## src/rtl/f3_pkg.sv

```systemverilog
// Shared GF(3) definitions: op codes, digit constants, sequencer states and
// the rule that maps the illegal 2'b11 digit onto zero.
package f3_pkg;

   typedef enum logic [1:0] {
      OP_ADD  = 2'd0,
      OP_SUB  = 2'd1,
      OP_MULT = 2'd2,
      OP_DOT  = 2'd3
   } op_t;

   localparam logic [1:0] F3_ZERO = 2'b00;
   localparam logic [1:0] F3_ONE  = 2'b01;
   localparam logic [1:0] F3_TWO  = 2'b10;

   typedef enum logic [1:0] {
      ST_IDLE,
      ST_RUN,
      ST_DONE
   } state_t;

   function automatic logic [1:0] f3_clean(input logic [1:0] d);
      return (d == 2'b11) ? F3_ZERO : d;
   endfunction

endpackage

```

## src/rtl/f3_vec_seq_if.sv

```systemverilog
// Request/result bundle between a field-level controller and f3_vec_seq.
interface f3_vec_seq_if #(
   parameter int M = 97
);
   logic           start;
   logic [1:0]     op;
   logic [2*M-1:0] a;
   logic [2*M-1:0] b;
   logic           busy;
   logic           done;
   logic [2*M-1:0] c;
   logic           err;

   modport master (output start, op, a, b, input busy, done, c, err);
   modport slave  (input start, op, a, b, output busy, done, c, err);
endinterface

```

## src/rtl/f3_add.sv

```systemverilog
// GF(3) digit adder; operands are assumed legal (0, 1 or 2).
module f3_add (
   input  logic [1:0] x,
   input  logic [1:0] y,
   output logic [1:0] s
);
   logic [2:0] sum;

   assign sum = {1'b0, x} + {1'b0, y};
   assign s   = (sum >= 3'd3) ? 2'(sum - 3'd3) : sum[1:0];
endmodule

```

## src/rtl/f3_alu.sv

```systemverilog
// Shared digit ALU: one adder and one multiplier. In DOT mode the adder folds
// the product into the running accumulator instead of adding a and b.
module f3_alu
   import f3_pkg::*;
(
   input  op_t        op,
   input  logic [1:0] a_dig,
   input  logic [1:0] b_dig,
   input  logic [1:0] acc,
   output logic [1:0] r
);
   logic [1:0] prod;
   logic [1:0] add_x;
   logic [1:0] add_y;
   logic [1:0] sum;

   f3_mult u_mult (.x(a_dig), .y(b_dig), .p(prod));
   f3_add  u_add  (.x(add_x), .y(add_y), .s(sum));

   always_comb begin
      add_x = a_dig;
      add_y = b_dig;
      r     = sum;
      case (op)
         OP_SUB:  add_y = {b_dig[0], b_dig[1]};   // negation swaps hi/lo
         OP_MULT: r     = prod;
         OP_DOT: begin
            add_x = acc;
            add_y = prod;
         end
         default: ;
      endcase
   end
endmodule

```

## src/rtl/f3_mult.sv

```systemverilog
// GF(3) digit multiplier; operands are assumed legal (0, 1 or 2).
module f3_mult
   import f3_pkg::*;
(
   input  logic [1:0] x,
   input  logic [1:0] y,
   output logic [1:0] p
);
   // Nonzero digits multiply to 1 when equal (1*1, 2*2) and to 2 otherwise.
   assign p = (x == F3_ZERO || y == F3_ZERO) ? F3_ZERO :
              (x == y)                       ? F3_ONE  : F3_TWO;
endmodule

```

## src/rtl/f3_vec_seq.sv

```systemverilog
// Digit-serial GF(3)^M vector unit: one digit per clock through a shared ALU,
// result valid M+1 clocks after the accepted start.
module f3_vec_seq
   import f3_pkg::*;
#(
   parameter int M = 97
) (
   input  logic        clk,
   input  logic        reset_n,
   f3_vec_seq_if.slave bus
);
   localparam int W  = 2 * M;
   localparam int CW = $clog2(M);

   state_t         state_reg, state_next;
   logic [CW-1:0]  cnt_reg;
   logic [W-1:0]   a_sr_reg, b_sr_reg, c_reg;
   logic [W-3:0]   r_sr_reg;
   op_t            op_reg;
   logic [1:0]     acc_reg;
   logic           err_acc_reg, err_reg;

   logic           accept, last;
   logic           bad_dig;
   logic [1:0]     a_dig, b_dig, alu_r;

   assign accept  = bus.start && (state_reg != ST_RUN);
   assign last    = (cnt_reg == CW'(M - 1));
   assign bad_dig = (a_sr_reg[1:0] == 2'b11) || (b_sr_reg[1:0] == 2'b11);
   assign a_dig   = f3_clean(a_sr_reg[1:0]);
   assign b_dig   = f3_clean(b_sr_reg[1:0]);

   f3_alu u_alu (
      .op   (op_reg),
      .a_dig(a_dig),
      .b_dig(b_dig),
      .acc  (acc_reg),
      .r    (alu_r)
   );

   always_ff @(posedge clk or negedge reset_n) begin
      if (!reset_n) state_reg <= ST_IDLE;
      else          state_reg <= state_next;
   end

   always_comb begin
      state_next = state_reg;
      case (state_reg)
         ST_IDLE: if (bus.start) state_next = ST_RUN;
         ST_RUN:  if (last)      state_next = ST_DONE;
         ST_DONE: state_next = bus.start ? ST_RUN : ST_IDLE;
         default: state_next = ST_IDLE;
      endcase
   end

   always_ff @(posedge clk or negedge reset_n) begin
      if (!reset_n) begin
         cnt_reg     <= '0;
         a_sr_reg    <= '0;
         b_sr_reg    <= '0;
         r_sr_reg    <= '0;
         c_reg       <= '0;
         op_reg      <= OP_ADD;
         acc_reg     <= F3_ZERO;
         err_acc_reg <= 1'b0;
         err_reg     <= 1'b0;
      end else if (accept) begin
         a_sr_reg    <= bus.a;
         b_sr_reg    <= bus.b;
         op_reg      <= op_t'(bus.op);
         cnt_reg     <= '0;
         acc_reg     <= F3_ZERO;
         err_acc_reg <= 1'b0;
      end else if (state_reg == ST_RUN) begin
         a_sr_reg    <= a_sr_reg >> 2;
         b_sr_reg    <= b_sr_reg >> 2;
         // Result register holds digits 0..M-2; the last digit comes straight from the ALU.
         r_sr_reg    <= (W-2)'({alu_r, r_sr_reg} >> 2);
         err_acc_reg <= err_acc_reg | bad_dig;
         cnt_reg     <= cnt_reg + CW'(1);
         if (op_reg == OP_DOT) acc_reg <= alu_r;
         if (last) begin
            c_reg   <= (op_reg == OP_DOT) ? W'(alu_r) : {alu_r, r_sr_reg};
            err_reg <= err_acc_reg | bad_dig;
         end
      end
   end

   assign bus.busy = (state_reg == ST_RUN);
   assign bus.done = (state_reg == ST_DONE);
   assign bus.c    = c_reg;
   assign bus.err  = err_reg;
endmodule

```

## src/flat_wrapper.sv

```systemverilog
// flat-port wrapper written by rule: the top's interface ports become plain ports
module f3_vec_seq_flat import f3_pkg::*;
#(
   parameter int M = 97
)
  (clk, reset_n, bus_start, bus_op, bus_a, bus_b, bus_busy, bus_done, bus_c, bus_err);
  f3_vec_seq_if #(.M(M)) bus_i ();
  input  logic clk;
  input  logic reset_n;
  input wire logic [$bits(bus_i.start)-1:0] bus_start;
  input wire logic [$bits(bus_i.op)-1:0] bus_op;
  input wire logic [$bits(bus_i.a)-1:0] bus_a;
  input wire logic [$bits(bus_i.b)-1:0] bus_b;
  output wire logic [$bits(bus_i.busy)-1:0] bus_busy;
  output wire logic [$bits(bus_i.done)-1:0] bus_done;
  output wire logic [$bits(bus_i.c)-1:0] bus_c;
  output wire logic [$bits(bus_i.err)-1:0] bus_err;
  assign bus_i.start = bus_start;
  assign bus_i.op = bus_op;
  assign bus_i.a = bus_a;
  assign bus_i.b = bus_b;
  assign bus_busy = bus_i.busy;
  assign bus_done = bus_i.done;
  assign bus_c = bus_i.c;
  assign bus_err = bus_i.err;
  f3_vec_seq #(.M(M)) u_core (.clk(clk), .reset_n(reset_n), .bus(bus_i));
endmodule
```

## config.mk

```make
export PLATFORM = sky130hd
export DESIGN_NAME = f3_vec_seq_flat
export DESIGN_NICKNAME = d
export VERILOG_FILES = /design/src/rtl/f3_pkg.sv /design/src/rtl/f3_vec_seq_if.sv /design/src/rtl/f3_add.sv /design/src/rtl/f3_alu.sv /design/src/rtl/f3_mult.sv /design/src/rtl/f3_vec_seq.sv /design/src/flat_wrapper.sv
export SDC_FILE = /design/constraint.sdc
export NUM_CORES = 1
export LEC_CHECK = 0
export ABC_AREA = 1
export BUFFER_PORTS_ARGS = -buffer_cell sky130_fd_sc_hd__buf_2
export CORE_ASPECT_RATIO = 0.5
export CORE_MARGIN = 2
export CORE_UTILIZATION = 35
export DETAILED_ROUTE_END_ITERATION = 10
export PLACE_DENSITY_LB_ADDON = 0.3
export SYNTH_ARGS = -nofsm -noshare
export SYNTH_HDL_FRONTEND = slang
export SYNTH_SLANG_ARGS = --single-unit
```

## constraint.sdc

```tcl
create_clock -name clk -period 3.02 [get_ports clk]
set_clock_uncertainty 0.1 [all_clocks]
set_input_delay 0.755 -clock clk [delete_from_list [all_inputs] [get_ports clk]]
set_output_delay 0.755 -clock clk [all_outputs]
set_load 0.01 [all_outputs]
```

* Word-level counts from Yosys, hierarchy flattened
Cells that the tools add are included.
** Storage, ports and cells
- Register bits :: 789
- Bits in latches :: 0
- RAM bits :: 0
- Bits in read-only memories :: 0
- Input port bits :: 393
- Output and inout bits :: 197
- Memories :: 0
** Cells by class
- Add/sub/neg operators :: 3
- Multiply operators :: 0
- Divide/modulo/power cells :: 0
- Magnitude comparators :: 1
- Eq/ne operators :: 12
- Shifts and indexed selects :: 0
- Mux-type cells :: 24
- Bitwise operators :: 2
- Reduce and logical (&&, ||, !) cells :: 12
** Operator list (count)
- $mux W194 :: 5
- $mux W2 :: 12
- $mux W7 :: 2
- $eq A2 B2 Y1 const B :: 5
- $add A7 B1 Y7 const B :: 1
- $eq A7 B7 Y1 const B :: 1
- $logic_not A2 Y1 :: 3
- $pmux W2 S3 :: 1
- $reduce_and A2 Y1 :: 3
- $eq A2 B1 Y1 const B :: 2
- $ne A2 B1 Y1 const B :: 2
- $pmux W2 S2 :: 1
- $reduce_bool A2 Y1 :: 2
- $add A2 B2 Y3 :: 1
- $ge A3 B2 Y1 const B :: 1
- $mux W1 :: 3
- $reduce_and A3 Y1 :: 1
- $eq A2 B2 Y1 :: 1
- $logic_or A1 B1 Y1 :: 2
- $ne A2 B2 Y1 const B :: 1
- $sub A2 B2 Y2 const B :: 1
- $logic_and A1 B1 Y1 :: 1
- $not A1 Y1 :: 1
- $or A1 B1 Y1 :: 1

* Longest topological paths before layout
Gate-level depths: netlist (run 1).
- Depth after elaboration :: 13
- Mapped depth :: 17

* Cells and area by module
A second synthesis (run 1) with hierarchy kept.
** Second synthesis, totals
- Cells, all modules :: 3998
- Area total of the unflattened synthesis :: 33104.2 µm²
** Modules (own cells, without submodules)
- f3_vec_seq :: times used 1, cells each 3939, area each 32795.2 µm²
- f3_alu :: times used 1, cells each 26, area each 137.6 µm²
- f3_add :: times used 1, cells each 18, area each 112.6 µm²
- f3_mult :: times used 1, cells each 15, area each 58.8 µm²

* Worst setup path before layout (run 1)
OpenSTA, ideal clock, no wires.
- Kind :: register to register
- Start point :: reg u_core.b_sr_reg[0]
- End point :: reg u_core.r_sr_reg[191]
- Arrival :: 2435 ps
- Required time :: 2855 ps
- Slack :: 420 ps
- Stages on the path, launching flop included :: 16
- Path buffers :: 0
- Period minus slack after synthesis :: 2600 ps
- Cell sequence :: dfrtp_1 inv_1 ha_1 nor2_1 nand3_1 a21oi_1 ha_1 fa_1 ha_1 nor2_1 nand2_1 nand2_1 nand3_1 nand2_1 nand2_1 nand2_1
** Between the ends
- Word-level cells in the longest chain between the ends :: 10
** Ends and longest elaborated chain
- start, declared :: line f3_vec_seq.sv:17 : logic [W-1:0] a_sr_reg, b_sr_reg, c_reg;
- start signal, assigned :: line f3_vec_seq.sv:69 : b_sr_reg <= bus.b;
- start signal, assigned :: line f3_vec_seq.sv:76 : b_sr_reg <= b_sr_reg >> 2;
- $eq A2 B2 Y1 :: line f3_pkg.sv:23 : return (d == 2'b11) ? F3_ZERO : d;
- $mux W2 (*) :: line f3_pkg.sv:23
- $eq A2 B2 Y1 or $logic_not A2 Y1 (tied branches) :: line f3_mult.sv:11, f3_mult.sv:10
- $mux W2 or $logic_or A1 B1 Y1 (tied branches) :: line f3_mult.sv:11, f3_mult.sv:10
- $mux W2 :: line f3_mult.sv:10 : assign p = (x == F3_ZERO || y == F3_ZERO) ? F3_ZERO :
- $pmux W2 S2 :: line f3_alu.sv:24 : case (op)
- $add A2 B2 Y3 :: line f3_add.sv:9 : assign sum = {1'b0, x} + {1'b0, y};
- $ge A3 B2 Y1 or $sub A2 B2 Y2 (tied branches) :: line f3_add.sv:10 : assign s = (sum >= 3'd3) ? 2'(sum - 3'd3) : sum[1:0];
- $mux W2 :: line f3_add.sv:10
- $mux W2 (*) :: line f3_alu.sv:24
- end signal, assigned :: line f3_vec_seq.sv:78 : r_sr_reg <= (W-2)'({alu_r, r_sr_reg} >> 2);
- end, declared :: line f3_vec_seq.sv:18 : logic [W-3:0] r_sr_reg;
Mark *: on every way between the ends. The rest lies on a longest branch, timed or not.
A chain may end at the register's enable or synchronous reset.

* Worst setup path in the final report (run 1)
Same ends and word-level chain as after synthesis.

==> summary.md, run 1 <==
| Metric | Value |
|---|---|
| Slew Limit Fails | 0 |
| Pin count of the biggest net entering global routing | 197 |
| Total die area | 0.0944 mm2 |
| Vias/cell | 4.79 |
| Pre-antenna DRT Iters | 5 |
| Nets | 4456 |
| CTS Buffer Depth | 3 |
| WP data arrival | 3.33 ns |
| Sequential area share after synthesis | 61.4% |
| Final min period | 2.84 ns |
| Ports | 590 |
| Avg WL per Cell | 17.2 um |
| Worst-path clk slew | 0.07 ns |
| GRT Util Overall | 19.3% |
| Die Wd | 433 um |
| Outcome | finished, final reports clean |
| Static Leakage | 0.0195 uW |
| Vias | 25600 |
| Tcrit/Tclk final | 93.9% |
| Port Buf Inserts | 589 |
| Max Cap Viol | 0 |
| Worst rel slew slack | 40.1% |
| Total core area | 0.0908 mm2 |
| Yosys reg bits | 789 |
| Critical path class | register to register |
| Clk_lat worst skew | 0.66 ns |
| Slew @ Worst Pin | 0.899 ns |
| RSZ-0062 raised after global routing | no |
| Post-synthesis to final-layout area growth | 21.2% |
| Die height | 218 um |
| Clk sinks | 789 |
| Worst vdd ir | 0.667 mV |
| Layout fillers | 8992 |
| Synth warnings | 0 |
| Fraction of layout cells with a size suffix above 1 | 18.8% |
| Syn Nets | 3948 |
| Critical Path Start Type | register |
| Mapped Avg Cell Area | 9.07 um2 |
| Post-synth top area share | 61.4% |
| Mapped Cells | 3544 |
| Root buf cell | clkbuf_16 |
| CP required | 3.52 ns |
| Power density cells | 871 mW/mm2 |
| Min Hold Slack | 0.199 ns |
| Multi-input logic area | 0.0102 mm2 |
| Placed wire-length estimate | 60900 um |
| Num CTS Buffers | 75 |
| Initial Utilization | 35.4% |
| Postcts setup bufs | 0 |
| Hold Path Class | input pin to register |
| Vias in the first global route | 25900 |
| Area contributors post-synth | dfrtp_1, nand2_1, o211ai_1, inv_1, o21ai_0 |
| Total Routed Length | 91900 um |
| Final hold violation count | 0 |
| Final setup TNS | 0 ns |
| Crit path max fanout | 3 |
| Final-report setup violation count | 0 |
| First-pass GRT wire length | 144000 um |
| H-tree depth | 3 |
| Residual DRC count | 0 |
| Mapped Area | 0.0321 mm2 |
| Initial antenna violation count | 27 |
| CTS tree | built |
| Initial DRC Count | 1746 |
| Area leader, netlist | dfrtp_1 |
| Sequential standard cell area | 0.0197 mm2 |
| Achievable Freq | 352 MHz |
| Yosys cell types | 25 |
| Routed Antenna Nets | 0 |
| # rows | 78 |
| RePlAce Congestion | 0.894 |
| CP Capture Type | register |
| GR Overflow Total | 0 |
layout by cell type (no fill, tap or decap), types with 2 or more instances in the layout:
cell,n
clkinvlp_4,5
nor2_1,10
buf_2,588
a22o_1,2
o221ai_1,91
ha_1,8
a21oi_1,2
o22ai_1,2
o21ai_0,200
nand2_1,1573
clkinv_2,9
bufinv_16,6
nand3_1,72
ha_2,2
clkbuf_8,15
buf_4,31
o211ai_1,232
dfrtp_1,789
inv_1,331
nor2_2,2
nor2_4,4
clkinv_8,4
diode_2,23
clkbuf_16,76
clkbuf_1,16
buf_12,23
routing by layer:
layer / part of all wire, % / track usage [%] / vias to the layer above
li1: - / - / 12300
met1: 41 / 23.8 / 12600
met2: 51 / 33.0 / 446
met3: 2.9 / 3.04 / 190
met4: 4.6 / 9.70 / 4
met5: 0.026 / 0 / -
what timing repair did:
action | CTS | global route
setup endpoints to repair | 0 | 8
hold buffers | 1 | 0
hold endpoints to repair | 24 | 0
gates resized for setup | 0 | 6
path summary, 6_finish.rpt:
kind,start,endpoint,slack [ns],depth (start not counted)
max in group asynchronous,reset_n,u_core.r_sr_reg[114],1.29,4
setup / recovery,u_core.b_sr_reg[0],u_core.r_sr_reg[191],0.18,15
hold / removal,bus_a[88],u_core.a_sr_reg[88],0.20,3
hold reg to reg,u_core.r_sr_reg[4],u_core.bus.c[4],0.36,2
setup reg to reg,u_core.b_sr_reg[0],u_core.r_sr_reg[191],0.18,15
min in group asynchronous,reset_n,u_core.a_sr_reg[151],0.52,2
critical path: stages (launching register included):
cell     delay (ns)
dfrtp_1        0.38
inv_1          0.08
ha_1           0.30
nor2_2         0.18
nand3_2        0.11
a21oi_2        0.15
ha_2           0.21
fa_1           0.43
ha_1           0.23
nor2_2         0.11
nand2_1        0.10
nand2_1        0.08
nand3_1        0.06
nand2_1        0.13
nand2_1        0.06
nand2_1        0.07
stage by stage:
step	util [%]	cells	cell area (um2)	total power, uW	worst slack (ns)
2_1_floorplan	-	3544	32100	21300	0.420
6_report	42.9	5331	38900	33900	0.183
3_5_place_dp	40.0	5174	36300	24200	0.101
5_1_grt	42.9	5330	38900	36200	0.00147
4_1_cts	42.8	5308	38900	34200	0.0850
3_3_place_gp	40.0	5174	36300	23900	0.205
area by class of cell:
| type | instances | area share [%] |
|---|---|---|
| antenna | 23 | 0.148 |
| inverter | 333 | 3.23 |
| clock inverter | 26 | 0.971 |
| tap | 1200 | 3.86 |
| timing repair buffer | 644 | 9.40 |
| multi-input combinational | 2209 | 26.1 |
| sequential | 789 | 50.7 |
| clock buffer | 107 | 5.57 |
cell usage after synthesis (all sizes together):
library cell and n:
a21boi 1, a21oi 3, a22o 2, a22oi 1, buf 144, clkbuf 69
clkinv 1, dfrtp 789, fa 1, ha 10, inv 332, nand2 1574
nand3 74, nand4 1, nor2 16, nor3 1, o211ai 232, o21ai 200
o221ai 91, o22ai 2
kinds of logic after synthesis:
family | Yosys count | synth area share, %
AOI/OAI and AO/OA | 532 | 11.2
adders and majority gates | 11 | 0.452
buffers and inverters | 546 | 7.08
DFF | 789 | 61.4
and+or+nand+nor | 1666 | 19.8
power breakdown:
group	leakage, uW	switching [uW]	total [uW]	internal (uW)
Sequential	0.0104	1340	14900	13500
Clock	0.00123	4320	9890	5570
Combinational	0.00785	5850	9140	3280
(Power assumes the default switching activity.)
==> inputs of run 2 (changes only) <==
Settings changed: CAP_MARGIN set to 10, CORE_ASPECT_RATIO 0.5 to unset.
==> run 2 against run 1 <==
Critical endpoint unchanged. Design area up 1.1%. Global-route usage is 0.50 points lower. Sequential cell count is the same. Register-to-register slack hardly changed. Non-clock buffer count shrank 6. Fmax increased by 0.22%. Sequential power is essentially flat.
==> summary.md, run 2 (synthesis results as in run 1) <==
| Metric | Value |
|---|---|
| WP data arrival | 3.31 ns (was 3.33 ns) |
| Placed wire-length estimate | 58300 um (was 60900 um) |
| Static Leakage | 0.0197 uW (was 0.0195 uW) |
| Achievable Freq | 353 MHz (was 352 MHz) |
| Slew @ Worst Pin | 0.999 ns (was 0.899 ns) |
| Finished Layout Cells | 5339 (was 5331) |
| Worst reg2reg startpoint | u_core.b_sr_reg[0] (unchanged) |
| Final WS setup | 0.189 ns (was 0.183 ns) |
| Vias in the first global route | 25100 (was 25900) |
| Pre-antenna DRT Iters | 7 (was 5) |
| Routed Antenna Nets | 0 (unchanged) |
| Layout fillers | 9106 (was 8992) |
| Clk_lat worst skew | 0.65 ns (was 0.66 ns) |
| Ports | 590 (unchanged) |
| First-pass GRT wire length | 142000 um (was 144000 um) |
| Fraction of layout cells with a size suffix above 1 | 19.1% (was 18.8%) |
| Die Wd | 307 um (was 433 um) |
| Postcts setup bufs | 0 (unchanged) |
| Vias/cell | 4.74 (was 4.79) |
| Post-place setup slack | 0.0956 ns (was 0.101 ns) |
| Root buf cell | clkbuf_16 (unchanged) |
| H-tree depth | 3 (unchanged) |
| Avg WL per Cell | 16.7 um (was 17.2 um) |
| CTS Buffer Depth | 3 (unchanged) |
| Worst rel slew slack | 33.4% (was 40.1%) |
| Critical Path Start Type | register (unchanged) |
| CP required | 3.50 ns (was 3.52 ns) |
| CP Capture Type | register (unchanged) |
| Die height | 307 um (was 218 um) |
| Critical path class | register to register (unchanged) |
| Final-report setup violation count | 0 (unchanged) |
| Crit-path max cell delay | 0.44 ns (was 0.43 ns) |
| Power density cells | 881 mW/mm2 (was 871 mW/mm2) |
| Top Family by Delay on Critical Path | adder cells (unchanged) |
| Total die area | 0.0942 mm2 (was 0.0944 mm2) |
| Cell mode on critical path | nand2_1 (unchanged) |
| Worst vdd ir | 0.488 mV (was 0.667 mV) |
| Finished Cell Area | 0.0394 mm2 (was 0.0389 mm2) |
| Final hold violation count | 0 (unchanged) |
| CTS tree | built (unchanged) |
| Placed instance area | 0.0364 mm2 (was 0.0363 mm2) |
| Total Routed Length | 89300 um (was 91900 um) |
| Port Buf Inserts | 589 (unchanged) |
| RePlAce Congestion | 0.824 (was 0.894) |
| Most common cell after layout, fill and taps aside | nand2_1 (unchanged) |
| Hold path start | bus_b[21] (was bus_a[88]) |
| Max Cap Viol | 0 (unchanged) |
| Post-synthesis to final-layout area growth | 22.5% (was 21.2%) |
| Crit-path cells | inv_1 > ha_2 > nor2_4 > nand3_1 > a21oi_2 > ha_1 > fa_1 > ha_1 > nor2_2 > nand2_1 > nand2_1 > nand3_1 > nand2_1 > nand2_1 > nand2_1 (was inv_1 > ha_1 > nor2_2 > nand3_2 > a21oi_2 > ha_2 > fa_1 > ha_1 > nor2_2 > nand2_1 > nand2_1 > nand3_1 > nand2_1 > nand2_1 > nand2_1) |
| Residual DRC count | 0 (unchanged) |
| Worst-path clk slew | 0.06 ns (was 0.07 ns) |
| Initial antenna violation count | 53 (was 27) |
| Vias | 25300 (was 25600) |
| Crit path from | u_core.b_sr_reg[0] (unchanged) |
| Tcrit/Tclk final | 93.7% (was 93.9%) |
| Slew Limit Fails | 0 (unchanged) |
| Outcome | finished, final reports clean (unchanged) |
| GRT Util Overall | 18.8% (was 19.3%) |
| Buffers and inverters on the worst path | 1 (unchanged) |
| GR Overflow Total | 0 (unchanged) |
| Crit path max fanout | 3 (unchanged) |
| Final min period | 2.83 ns (was 2.84 ns) |
| Overall power | 34700 uW (was 33900 uW) |
| Dpl cells | 5154 (was 5174) |
| Most frequent cells in the layout | nand2_1, dfrtp_1, buf_2 (unchanged) |
| Clk sinks | 789 (unchanged) |
| Initial DRC Count | 2004 (was 1746) |
| Hold Path Class | input pin to register (unchanged) |
| Pin count of the biggest net entering global routing | 197 (unchanged) |
| Nets | 4461 (was 4456) |
| Total core area | 0.0914 mm2 (was 0.0908 mm2) |
| Initial Utilization | 35.2% (was 35.4%) |
| Num CTS Buffers | 86 (was 75) |
| # rows | 111 (was 78) |
| CP max-delay cell | fa_1 (unchanged) |
| Final core utilization | 43.1% (was 42.9%) |
## run 2: cell count changes in the layout (fill, tap and decap cells not counted), sizes merged
cell      previous run  this run
buf                643       637
clkinv              15        25
bufinv               6         5
clkinvlp             5         3
inv                333       339
clkbuf             107       119
diode               23        26
## run 2: tightest hold or removal path, stage by stage
cell	delay, ns
buf_2	0.08
nand2_1	0.04
nand3_1	0.05
## run 2: final cells by class
class,instances,area (um2),area share [%]
diodes,26,65.1,0.165
clock buffers,119,2460,6.24
clock inverters,39,405,1.03
inverters,333,1260,3.20
multi-input cells,2209,10200,25.8
flip-flops and latches,789,19700,50.2
well taps,1186,1480,3.77
repair buffers,638,3780,9.60
## run 2: stage by stage
step / hold slack [ns] / TNS [ns]
6_report: 0.208 / 0
5_1_grt: 0.183 / -0.0563
4_1_cts: 0.146 / 0
3_5_place_dp: 0.353 / 0
3_3_place_gp: 0.349 / 0
2_1_floorplan: 0.342 / 0
## run 2: power by group
group	switching, uW	leakage, uW	internal [uW]
logic	5820	0.00788	3340
clock network	4430	0.00142	6160
registers	1370	0.0104	13500
## run 2: repair_timing
action	CTS	global route
hold buffers	1	0
hold endpoints to repair	36	0
setup endpoints to repair	0	8
resized for setup	0	5
## run 2: layer usage
layer  routed length [um]  track usage [%]  share of wire (%)  vias up
met1                39900             25.3                 45    12100
met3                 5980             5.39                6.7      164
met2                40800             29.1                 46      630
met5                  267                0               0.30        -
met4                 2300             6.58                2.6       44
li1                     -                -                  -    12300
## run 2: worst paths after layout
| check | end | slack [ns] | cells past startpoint |
|---|---|---|---|
| min in group asynchronous | u_core.r_sr_reg[75] | 0.53 | 2 |
| worst max-delay path | u_core.r_sr_reg[191] | 0.19 | 15 |
| worst min register to register | u_core.bus.c[120] | 0.35 | 2 |
| worst min-delay path | u_core.b_sr_reg[21] | 0.21 | 3 |
| worst max register to register | u_core.r_sr_reg[191] | 0.19 | 15 |
| max in group asynchronous | u_core.a_sr_reg[34] | 1.37 | 4 |
==> inputs of run 3 (changes only) <==
Settings changed: SYNTH_HIERARCHICAL set to 1.
==> run 3 against run 2 <==
Core utilization up 0.66 points. Via count up 9.7%. Combinational power up 2%. Wire length up 4.4%. Sequential share of layout area down 1.9 points. Cell count up 10%. Register-to-register slack worse by 0.16 ns. Sequential cell count unchanged. Total power up 2.5%.
==> summary.md, run 3 <==
| Metric | Value |
|---|---|
| Outcome | finished, final reports clean (unchanged) |
| CTS tree | built (unchanged) |
| Finished Layout Cells | 5874 (was 5339) |
| Tcrit/Tclk final | 98.9% (was 93.7%) |
| Clk_lat worst skew | 0.65 ns (about the same) |
| Die Wd | 312 um (was 307 um) |
| Pin count of the biggest net entering global routing | 182 (was 197) |
| Hold Path Class | input pin to register (unchanged) |
| Die height | 312 um (was 307 um) |
| Routed Antenna Nets | 0 (unchanged) |
| Slew @ Worst Pin | 0.890 ns (was 0.999 ns) |
| Post-synthesis to final-layout area growth | 23.5% (was 22.5%) |
| RePlAce Congestion | 0.858 (was 0.824) |
| First-pass GRT wire length | 149000 um (was 142000 um) |
| GR Overflow Total | 0 (unchanged) |
| Port Buf Inserts | 589 (unchanged) |
| Static Leakage | 0.0219 uW (was 0.0197 uW) |
| Yosys cell types | 24 (was 25) |
| Most common cell after layout, fill and taps aside | nand2_1 (unchanged) |
| Finished Cell Area | 0.0409 mm2 (was 0.0394 mm2) |
| CTS Buffer Depth | 3 (unchanged) |
| Avg WL per Cell | 15.9 um (was 16.7 um) |
| Clk sinks | 789 (unchanged) |
| Mapped Cells | 3998 (was 3544) |
| Async SR Flop Fraction | 100% (unchanged) |
| Layout fillers | 9437 (was 9106) |
| Area contributors post-synth | dfrtp_1, nand2_1, nand3_1, nor2_1, buf_2 (was dfrtp_1, nand2_1, o211ai_1, inv_1, o21ai_0) |
| Placed instance area | 0.0376 mm2 (was 0.0364 mm2) |
| Worst rel slew slack | 40.6% (was 33.4%) |
| Area leader, netlist | dfrtp_1 (unchanged) |
| Critical path class | register to register (unchanged) |
| Worst-path clk slew | 0.06 ns (about the same) |
| Final hold violation count | 0 (unchanged) |
| Total core area | 0.0935 mm2 (was 0.0914 mm2) |
| Power density cells | 870 mW/mm2 (was 881 mW/mm2) |
| Residual DRC count | 0 (unchanged) |
| CP required | 3.43 ns (was 3.50 ns) |
| Achievable Freq | 335 MHz (was 353 MHz) |
| Final setup TNS | 0 ns (unchanged) |
| Fraction of layout cells with a size suffix above 1 | 18.9% (was 19.1%) |
| Initial DRC Count | 2187 (was 2004) |
| Num CTS Buffers | 87 (was 86) |
| Slew Limit Fails | 0 (unchanged) |
| Vias/cell | 4.72 (was 4.74) |
| Dpl cells | 5689 (was 5154) |
| CP Capture Type | register (unchanged) |
| Synth cell count leaders | nand2_1, dfrtp_1, nand3_1, nor2_1, buf_2 (was nand2_1, dfrtp_1, inv_1, o211ai_1, o21ai_0) |
| Placed wire-length estimate | 63200 um (was 58300 um) |
| Ports | 590 (unchanged) |
| Yosys reg bits | 789 (unchanged) |
| Vias in the first global route | 27000 (was 25100) |
| GRT Util Overall | 19.0% (was 18.8%) |
| Vias | 27700 (was 25300) |
| Synth warnings | 6 (was 0) |
| Synth Flop Type | dfrtp_1 (unchanged) |
| H-tree depth | 3 (unchanged) |
| Critical Path Start Type | register (unchanged) |
| # rows | 112 (was 111) |
| Mapped Area | 0.0331 mm2 (was 0.0321 mm2) |
| Syn Nets | 4396 (was 3948) |
| Crit path max fanout | 3 (unchanged) |
| Max Cap Viol | 0 (unchanged) |
| Mapped Avg Cell Area | 8.28 um2 (was 9.07 um2) |
| Total die area | 0.0971 mm2 (was 0.0942 mm2) |
| Nets | 4932 (was 4461) |
| Most frequent cells in the layout | nand2_1, dfrtp_1, buf_2 (unchanged) |
| Worst vdd ir | 0.560 mV (was 0.488 mV) |
| Sequential area share after synthesis | 59.6% (was 61.4%) |
| Final min period | 2.99 ns (was 2.83 ns) |
| Total Routed Length | 93300 um (was 89300 um) |
| Root buf cell | clkbuf_16 (unchanged) |
| Initial antenna violation count | 26 (was 53) |
| WP data arrival | 3.40 ns (was 3.31 ns) |
| Initial Utilization | 35.4% (was 35.2%) |
| Final-report setup violation count | 0 (unchanged) |
| Pre-antenna DRT Iters | 5 (was 7) |
| RSZ-0062 raised after global routing | yes |
| EDFF count, synth | 0 (unchanged) |
| Post-synth top area share | 59.6% (was 61.4%) |
| Cell with the most instances after synthesis | nand2_1 (unchanged) |
run 3: cell types whose count changed after synthesis, sizes merged, moves of 91 or more:
cell / change
o221ai: -91
nand3: +424
inv: -209
nand2: +405
nor2: +192
o211ai: -228
o21ai: -94
run 3: worst max-delay path: stages (launching register included):
cell and delay (ns):
dfrtp_1 0.40, buf_6 0.13, nor2_4 0.11, inv_2 0.05, nand2_2 0.07, o21ai_2 0.06, a21oi_1 0.19, nand3_1 0.10
nand3_1 0.12, inv_1 0.06, fa_1 0.57, inv_2 0.07, ha_4 0.17, nor2_4 0.12, nand2_1 0.07, nand2_1 0.06
nand2_1 0.05, nand2_1 0.06, nand2_2 0.07, inv_2 0.06, nor2_2 0.03, o21bai_1 0.15
run 3: report_power, final:
group	total, uW	switching [uW]	leakage, uW	internal [uW]
Clock	11300	4420	0.00153	6880
Sequential	14900	1540	0.0105	13400
Combinational	9340	5980	0.00986	3360
Total	35500	11900	0.0219	23600
run 3: area by class of cell:
class | instances | area [um2] | area share, %
diodes | 15 | 37.5 | 0.0918
clock buffers | 132 | 2710 | 6.64
clock inverters | 28 | 372 | 0.909
inverters | 124 | 480 | 1.18
multi-input cells | 2843 | 11800 | 28.8
flip-flops and latches | 789 | 19700 | 48.3
well taps | 1254 | 1570 | 3.84
repair buffers | 689 | 4170 | 10.2
run 3: worst paths after layout:
path	startpoint	end	slack [ns]	cells past startpoint
worst max-delay path	u_core/b_sr_reg[0]	u_core/r_sr_reg[191]	0.03	21
worst min-delay path	bus_b[193]	u_core/b_sr_reg[193]	0.21	3
worst max register to register	u_core/b_sr_reg[0]	u_core/r_sr_reg[191]	0.03	21
worst min register to register	u_core/bus.c[64]	u_core/bus.c[64]	0.36	2
max in group asynchronous	reset_n	u_core/a_sr_reg[125]	1.38	4
min in group asynchronous	reset_n	u_core/bus.c[128]	0.54	2
run 3: per-stage QoR:
stage / util (%) / setup slack, ns / hold slack [ns] / total power (uW)
floorplan: - / 0.201 / 0.342 / 21300
global placement: 40.2 / 0.00796 / 0.348 / 24000
detailed placement: 40.2 / -0.0523 / 0.353 / 24200
CTS: 43.6 / 0.0175 / 0.158 / 35800
global route: 43.7 / -0.161 / 0.181 / 37900
finish: 43.7 / 0.0329 / 0.210 / 35500
run 3: cells by family (layout without fill, tap and decap cells):
| logic type | after synthesis | after routing | synth area share [%] |
|---|---|---|---|
| fa+ha+maj | 5 | 5 | 0.212 |
| compound gates | 152 | 152 | 2.64 |
| simple gates | 2686 | 2686 | 32.4 |
| other cells | 0 | 15 | 0 |
| flops | 789 | 789 | 59.6 |
| buf+inv | 366 | 973 | 5.06 |
run 3: metal layers:
metal  track usage [%]  routed length [um]  up-vias
met5                 0                 107        -
met4              5.07                1660       16
met3              4.81                6470      123
met2              30.0               43400      753
met1              26.0               41600    13300
li1                  -                   -    13600
run 3: timing repair:
item,4_1_cts,5_1_grt
endpoints found under the setup margin,5,8
endpoints found under the hold margin,39,0
pin swaps,8,21
hold buffers,1,0
setup buffers,3,6
gates resized for setup,11,21
